**config.mk**
```make
export PLATFORM = sky130hd
export DESIGN_NAME = shift_seq_ctrl
export DESIGN_NICKNAME = d
export VERILOG_FILES = /design/src/rtl/shift_seq_ctrl.sv
export SDC_FILE = /design/constraint.sdc
export NUM_CORES = 1
export LEC_CHECK = 0
export CAP_MARGIN = 20
export CORE_MARGIN = 8
export CORE_UTILIZATION = 46
export CTS_CLUSTER_DIAMETER = 120
export DETAILED_ROUTE_END_ITERATION = 8
export GPL_ROUTABILITY_DRIVEN = 0
export PLACE_DENSITY = 0.86
export SYNTH_ARGS = -nofsm -noshare
export SYNTH_HDL_FRONTEND = slang
export SYNTH_SLANG_ARGS = --single-unit
export TNS_END_PERCENT = 50
```
**constraint.sdc**
```tcl
create_clock -name clk -period 2.35 [get_ports clk]
set_input_delay 0.705 -clock clk [delete_from_list [all_inputs] [get_ports clk]]
set_output_delay 0.705 -clock clk [all_outputs]
set_load 0.05 [all_outputs]
```
**src/rtl/shift_seq_ctrl.sv**
```systemverilog
// shift_seq_ctrl: bit-serial shift sequencer for the MIPS shift path.
// Accepts a shift request, selects the amount source (shamt or rs),
// loads the operand and shifts it one bit per cycle, then pulses done.
//
// Build option: define SHIFT_ROTATE_EN to make op=11 a rotate right.
// Without it, op=11 behaves as SRL and no rotate feedback is built.
//
// state  | meaning
// -------+--------------------------------------------------------------
// IDLE   | waiting for start; op and shift_src captured on acceptance
// LOAD   | operand and selected amount loaded; zero amount skips SHIFT
// SHIFT  | one bit shifted and count decremented per cycle
// DONE   | done pulsed for one cycle; result valid and then held
//
// DATA_W must equal 2**AMT_W so that every amount 0..DATA_W-1 is reachable.

module shift_seq_ctrl #(
    parameter int DATA_W = 32,
    parameter int AMT_W  = 5
) (
    input  logic              clk,
    input  logic              reset_n,
    input  logic              start,
    input  logic [1:0]        op,
    input  logic              shift_src,
    input  logic [AMT_W-1:0]  shamt,
    input  logic [DATA_W-1:0] rs_amt,
    input  logic [DATA_W-1:0] data_in,
    output logic              sel_shift_src,
    output logic              busy,
    output logic              done,
    output logic [DATA_W-1:0] result
);

    typedef enum logic [1:0] {
        S_IDLE  = 2'b00,
        S_LOAD  = 2'b01,
        S_SHIFT = 2'b10,
        S_DONE  = 2'b11
    } state_t;

    localparam logic [1:0] OP_SLL = 2'b00;
    localparam logic [1:0] OP_SRL = 2'b01;
    localparam logic [1:0] OP_SRA = 2'b10;
    localparam logic [1:0] OP_ROR = 2'b11;

    localparam logic [AMT_W-1:0] CNT_ZERO = '0;
    localparam logic [AMT_W-1:0] CNT_ONE  = {{(AMT_W-1){1'b0}}, 1'b1};

    state_t              state_q, state_d;
    logic [1:0]          op_q, op_d;
    logic                src_q, src_d;
    logic [DATA_W-1:0]   result_q, result_d;
    logic [AMT_W-1:0]    count_q, count_d;
    logic                busy_q, busy_d;
    logic                done_q, done_d;

    logic [AMT_W-1:0]    amt_sel;
    logic [DATA_W-1:0]   shifted;

    // Only the low AMT_W bits of the register amount are meaningful.
    logic                unused_rs_hi;
    assign unused_rs_hi = ^rs_amt[DATA_W-1:AMT_W];

    // Amount mux follows the captured source select, which is already
    // stable by the time LOAD samples through it.
    always_comb begin
        amt_sel = src_q ? rs_amt[AMT_W-1:0] : shamt;
    end

    // One-bit step of the current operation applied to the result register.
    always_comb begin
        shifted = {1'b0, result_q[DATA_W-1:1]};
        case (op_q)
            OP_SLL: shifted = {result_q[DATA_W-2:0], 1'b0};
            OP_SRL: shifted = {1'b0, result_q[DATA_W-1:1]};
            OP_SRA: shifted = {result_q[DATA_W-1], result_q[DATA_W-1:1]};
            OP_ROR: begin
`ifdef SHIFT_ROTATE_EN
                shifted = {result_q[0], result_q[DATA_W-1:1]};
`else
                shifted = {1'b0, result_q[DATA_W-1:1]};
`endif
            end
            default: shifted = {1'b0, result_q[DATA_W-1:1]};
        endcase
    end

    // Next-state and next-register values; outputs are registered from these.
    always_comb begin
        state_d  = state_q;
        op_d     = op_q;
        src_d    = src_q;
        result_d = result_q;
        count_d  = count_q;

        case (state_q)
            S_IDLE: begin
                if (start) begin
                    op_d    = op;
                    src_d   = shift_src;
                    state_d = S_LOAD;
                end
            end
            S_LOAD: begin
                result_d = data_in;
                count_d  = amt_sel;
                state_d  = (amt_sel != CNT_ZERO) ? S_SHIFT : S_DONE;
            end
            S_SHIFT: begin
                result_d = shifted;
                count_d  = count_q - CNT_ONE;
                if (count_q == CNT_ONE) begin
                    state_d = S_DONE;
                end
            end
            S_DONE: begin
                state_d = S_IDLE;
            end
            default: begin
                state_d = S_IDLE;
            end
        endcase

        busy_d = (state_d != S_IDLE);
        done_d = (state_d == S_DONE);
    end

    // State register; reset aborts any operation in flight.
    always_ff @(posedge clk) begin
        if (!reset_n) begin
            state_q <= S_IDLE;
        end else begin
            state_q <= state_d;
        end
    end

    // Datapath and output registers.
    always_ff @(posedge clk) begin
        if (!reset_n) begin
            op_q     <= OP_SLL;
            src_q    <= 1'b0;
            result_q <= '0;
            count_q  <= '0;
            busy_q   <= 1'b0;
            done_q   <= 1'b0;
        end else begin
            op_q     <= op_d;
            src_q    <= src_d;
            result_q <= result_d;
            count_q  <= count_d;
            busy_q   <= busy_d;
            done_q   <= done_d;
        end
    end

    assign sel_shift_src = src_q;
    assign busy          = busy_q;
    assign done          = done_q;
    assign result        = result_q;

endmodule

```
==> impl_metrics.tcl, run 1 <==
set metrics [dict create \
    yosys_register_bits 44 \
    drc 0 \
    drtIter0Drc 53 \
    synth_edf_count 0 \
    grt_overflow_total 0 \
    dp_worst_setup_slack_ns 0.2794 \
    route.detailed.vias_per_inst 5.653 \
    grt_setup_unrepaired "false" \
    hold_start "count_q[1]" \
    cts_tree "done" \
    layout.nets 414 \
    routed_wirelength_um 6573 \
    outcome "completed" \
    worst_ir_drop_vdd_mv 0.6980 \
    clock_tree.root_cell "sky130_fd_sc_hd__clkbuf_8" \
    most_common_cell_after_layout_fill_and_taps_aside "sky130_fd_sc_hd__clkdlybuf4s50_1" \
    most_used_cells_in_the_layout_excluding_fill_and_tap_cells "sky130_fd_sc_hd__clkdlybuf4s50_1 (81), sky130_fd_sc_hd__dfxtp_1 (44), sky130_fd_sc_hd__mux2i_1 (37)" \
    floorplan.io_pins 110 \
    cts_inserted_buffers 5 \
    slew-limit-headroom 0.3400 \
    grt_antenna_before_repair 0 \
    clock.fmax_mhz 446.8 \
    finalSetupViolations 0 \
    crit_path_end_kind "output port" \
    synth-compound-area-share 0.3333 \
    die-height_um 91.47 \
    clk_transition_reported_paths_ns 0.08 \
    fin_skew_ns 0.001588 \
    grt_pass1_vias 2360 \
    hold_buffers 0 \
    dr.pass1.iters 4 \
    synth_top_family_by_area "compound AO/OA/AOI/OAI gates" \
    async_flop_share 0 \
    detailed_place_hpwl_um 4685 \
    postSynthAreaPerCell_um2 10.00 \
    worst_hold_slack_ns 0.5113 \
    synth.mux.area_fraction 0.1414 \
    critical_path_arrival_ns 1.53 \
    path_buf_inv 1 \
    worst_skew_late_latency_ns 0.29 \
    drt.antenna.violating_nets 0 \
    critical_path_peak_fanout 4 \
    post_synth_inst_count 262 \
    dieArea_um2 8367 \
    startpoint "result[19]" \
    grt_pass1_wl_um 10790 \
    syn-cell-area_um2 2620 \
    placementRows 27 \
    drv_slew 0 \
    synth-seq-area-share 0.3362 \
    power_per_cell_area_nw_per_um2 1293 \
    fin_ws_ns 0.1117 \
    detailroute.via_count 2295 \
    tightest_slew_ns 0.9889 \
    standard_cell_with_the_maximum_stage_delay_on_the_critical_path "sky130_fd_sc_hd__clkdlybuf4s50_1" \
    kind_of_critical_path "flip-flop to output port" \
    synth_fa_ha_area_frac 0.02865 \
    post_synth_xor_area_fraction 0 \
    synth.distinct_cells 37 \
    initial_core_util 0.4758 \
    clock_sinks 44 \
    synth_ff_type "sky130_fd_sc_hd__dfxtp_1" \
    timing.critical_path.max_delay_family "buffers and inverters" \
    cts_resized 0 \
    worst_ep_required_time_ns 1.64 \
    final_hold_viol_count 0 \
    timing.critical_path.from_type "flip-flop" \
    postCtsSetupRepairBufs 0 \
    layout.core_utilization 0.6394 \
    antenna-diode-count 0 \
    postSynthNetCount 343 \
    delay_of_the_slowest_critical_path_stage_ns 0.83 \
    setup-tns-final_ns 0 \
    synthToLayoutAreaGrowth_pct 34.38 \
    grt_start_max_net_pins 43 \
    synth_warnings 0 \
    post-route-period-util 0.9525 \
    numPortBuffers 82 \
    post_route_cells_drive_above_1_share 0.1946 \
    crit-reg2reg-launch "state_q[0]" \
    cts_htree_levels 2 \
    critical_path.cell_chain "clkdlybuf4s50_1" \
    die_w_um 91.47 \
    drv_cap 0 \
    hold_path.class "flip-flop to flip-flop" \
    track_usage 0.1518 \
    placeableCoreArea_um2 5507 \
    total_leakage_power_uw 0.001354 \
    routed_wire_length_per_instance_um 16.19 \
    yosys.area_share.simple 0.07354 \
    layout_min_cycle_time_ns 2.238 \
    cts-root-to-sink-buffers 2 \
]
logic make-up (layout without fill, tap and decap cells):
group                      after synthesis  count (layout)
AOI/OAI and AO/OA                      109             109
adders and majority gates                6               6
muxes                                   37              37
DFF                                     44              44
and+or+nand+nor                         35              35
buffers and inverters                   31             103
synth_stat cells (all sizes together), types with 2 or more instances:
master | count | area [um2]
nand3 | 9 | 45.04
inv | 7 | 26.28
clkbuf | 8 | 31.28
nor3 | 3 | 20.02
a32o | 3 | 30.03
ha | 6 | 75.07
nor4b | 2 | 17.52
a21boi | 3 | 22.52
dfxtp | 44 | 880.8
a31o | 30 | 262.8
nand2 | 12 | 45.04
mux2i | 37 | 370.4
nor3b | 2 | 15.01
nor2 | 2 | 15.01
buf | 16 | 170.2
and2 | 3 | 21.27
a21oi | 30 | 236.5
o21ai | 36 | 266.5
worst paths after layout:
check	endpoint	slack, ns	cells past startpoint
setup / recovery	result[19]	0.11	1
hold / removal	count_q[1]	0.51	2
setup reg to reg	count_q[1]	0.33	5
hold reg to reg	count_q[1]	0.51	2
sequential cells by signal, indices dropped and copies added (netlist names):
signal,count
busy,1
count_q,5
done,1
op_q,2
result,32
sel_shift_src,1
state_q,2
layer usage:
layer / GRT usage / wire length, um / vias to the layer above
met5: 0 / 0 / -
met4: 0.05730 / 95 / 0
met3: 0.03704 / 289 / 9
met2: 0.2875 / 3432 / 53
met1: 0.1557 / 2755 / 1103
li1: - / - / 1130
metrics by stage:
stage | total power (uW) | std cells | instance area, um2
floorplan | 3405 | 262 | 2620
global placement | 3938 | 398 | 3410
detailed placement | 4008 | 398 | 3410
CTS | 4602 | 406 | 3521
global route | 4854 | 406 | 3521
finish | 4552 | 406 | 3521
where the power goes:
part	switching, uW	internal [uW]	total, uW
Clock	265	315	580
Combinational	1710	1080	2790
Sequential	212	973	1180
cell type report:
cell class | count | area, um2
sequential | 44 | 880.8
clock inverter | 3 | 42.54
timing repair buffer | 88 | 888.4
clock buffer | 5 | 68.82
fill | 476 | 1986
multi-input combinational | 187 | 1524
tap | 72 | 90.09
inverter | 7 | 26.28
Power figures use the tool's default switching activity.
==> inputs of run 2 (changes only) <==
- SKIP_LAST_GASP: not set -> 1
==> results of run 2 <==
The final DEF is identical to that of run 1; final timing and power are the same.
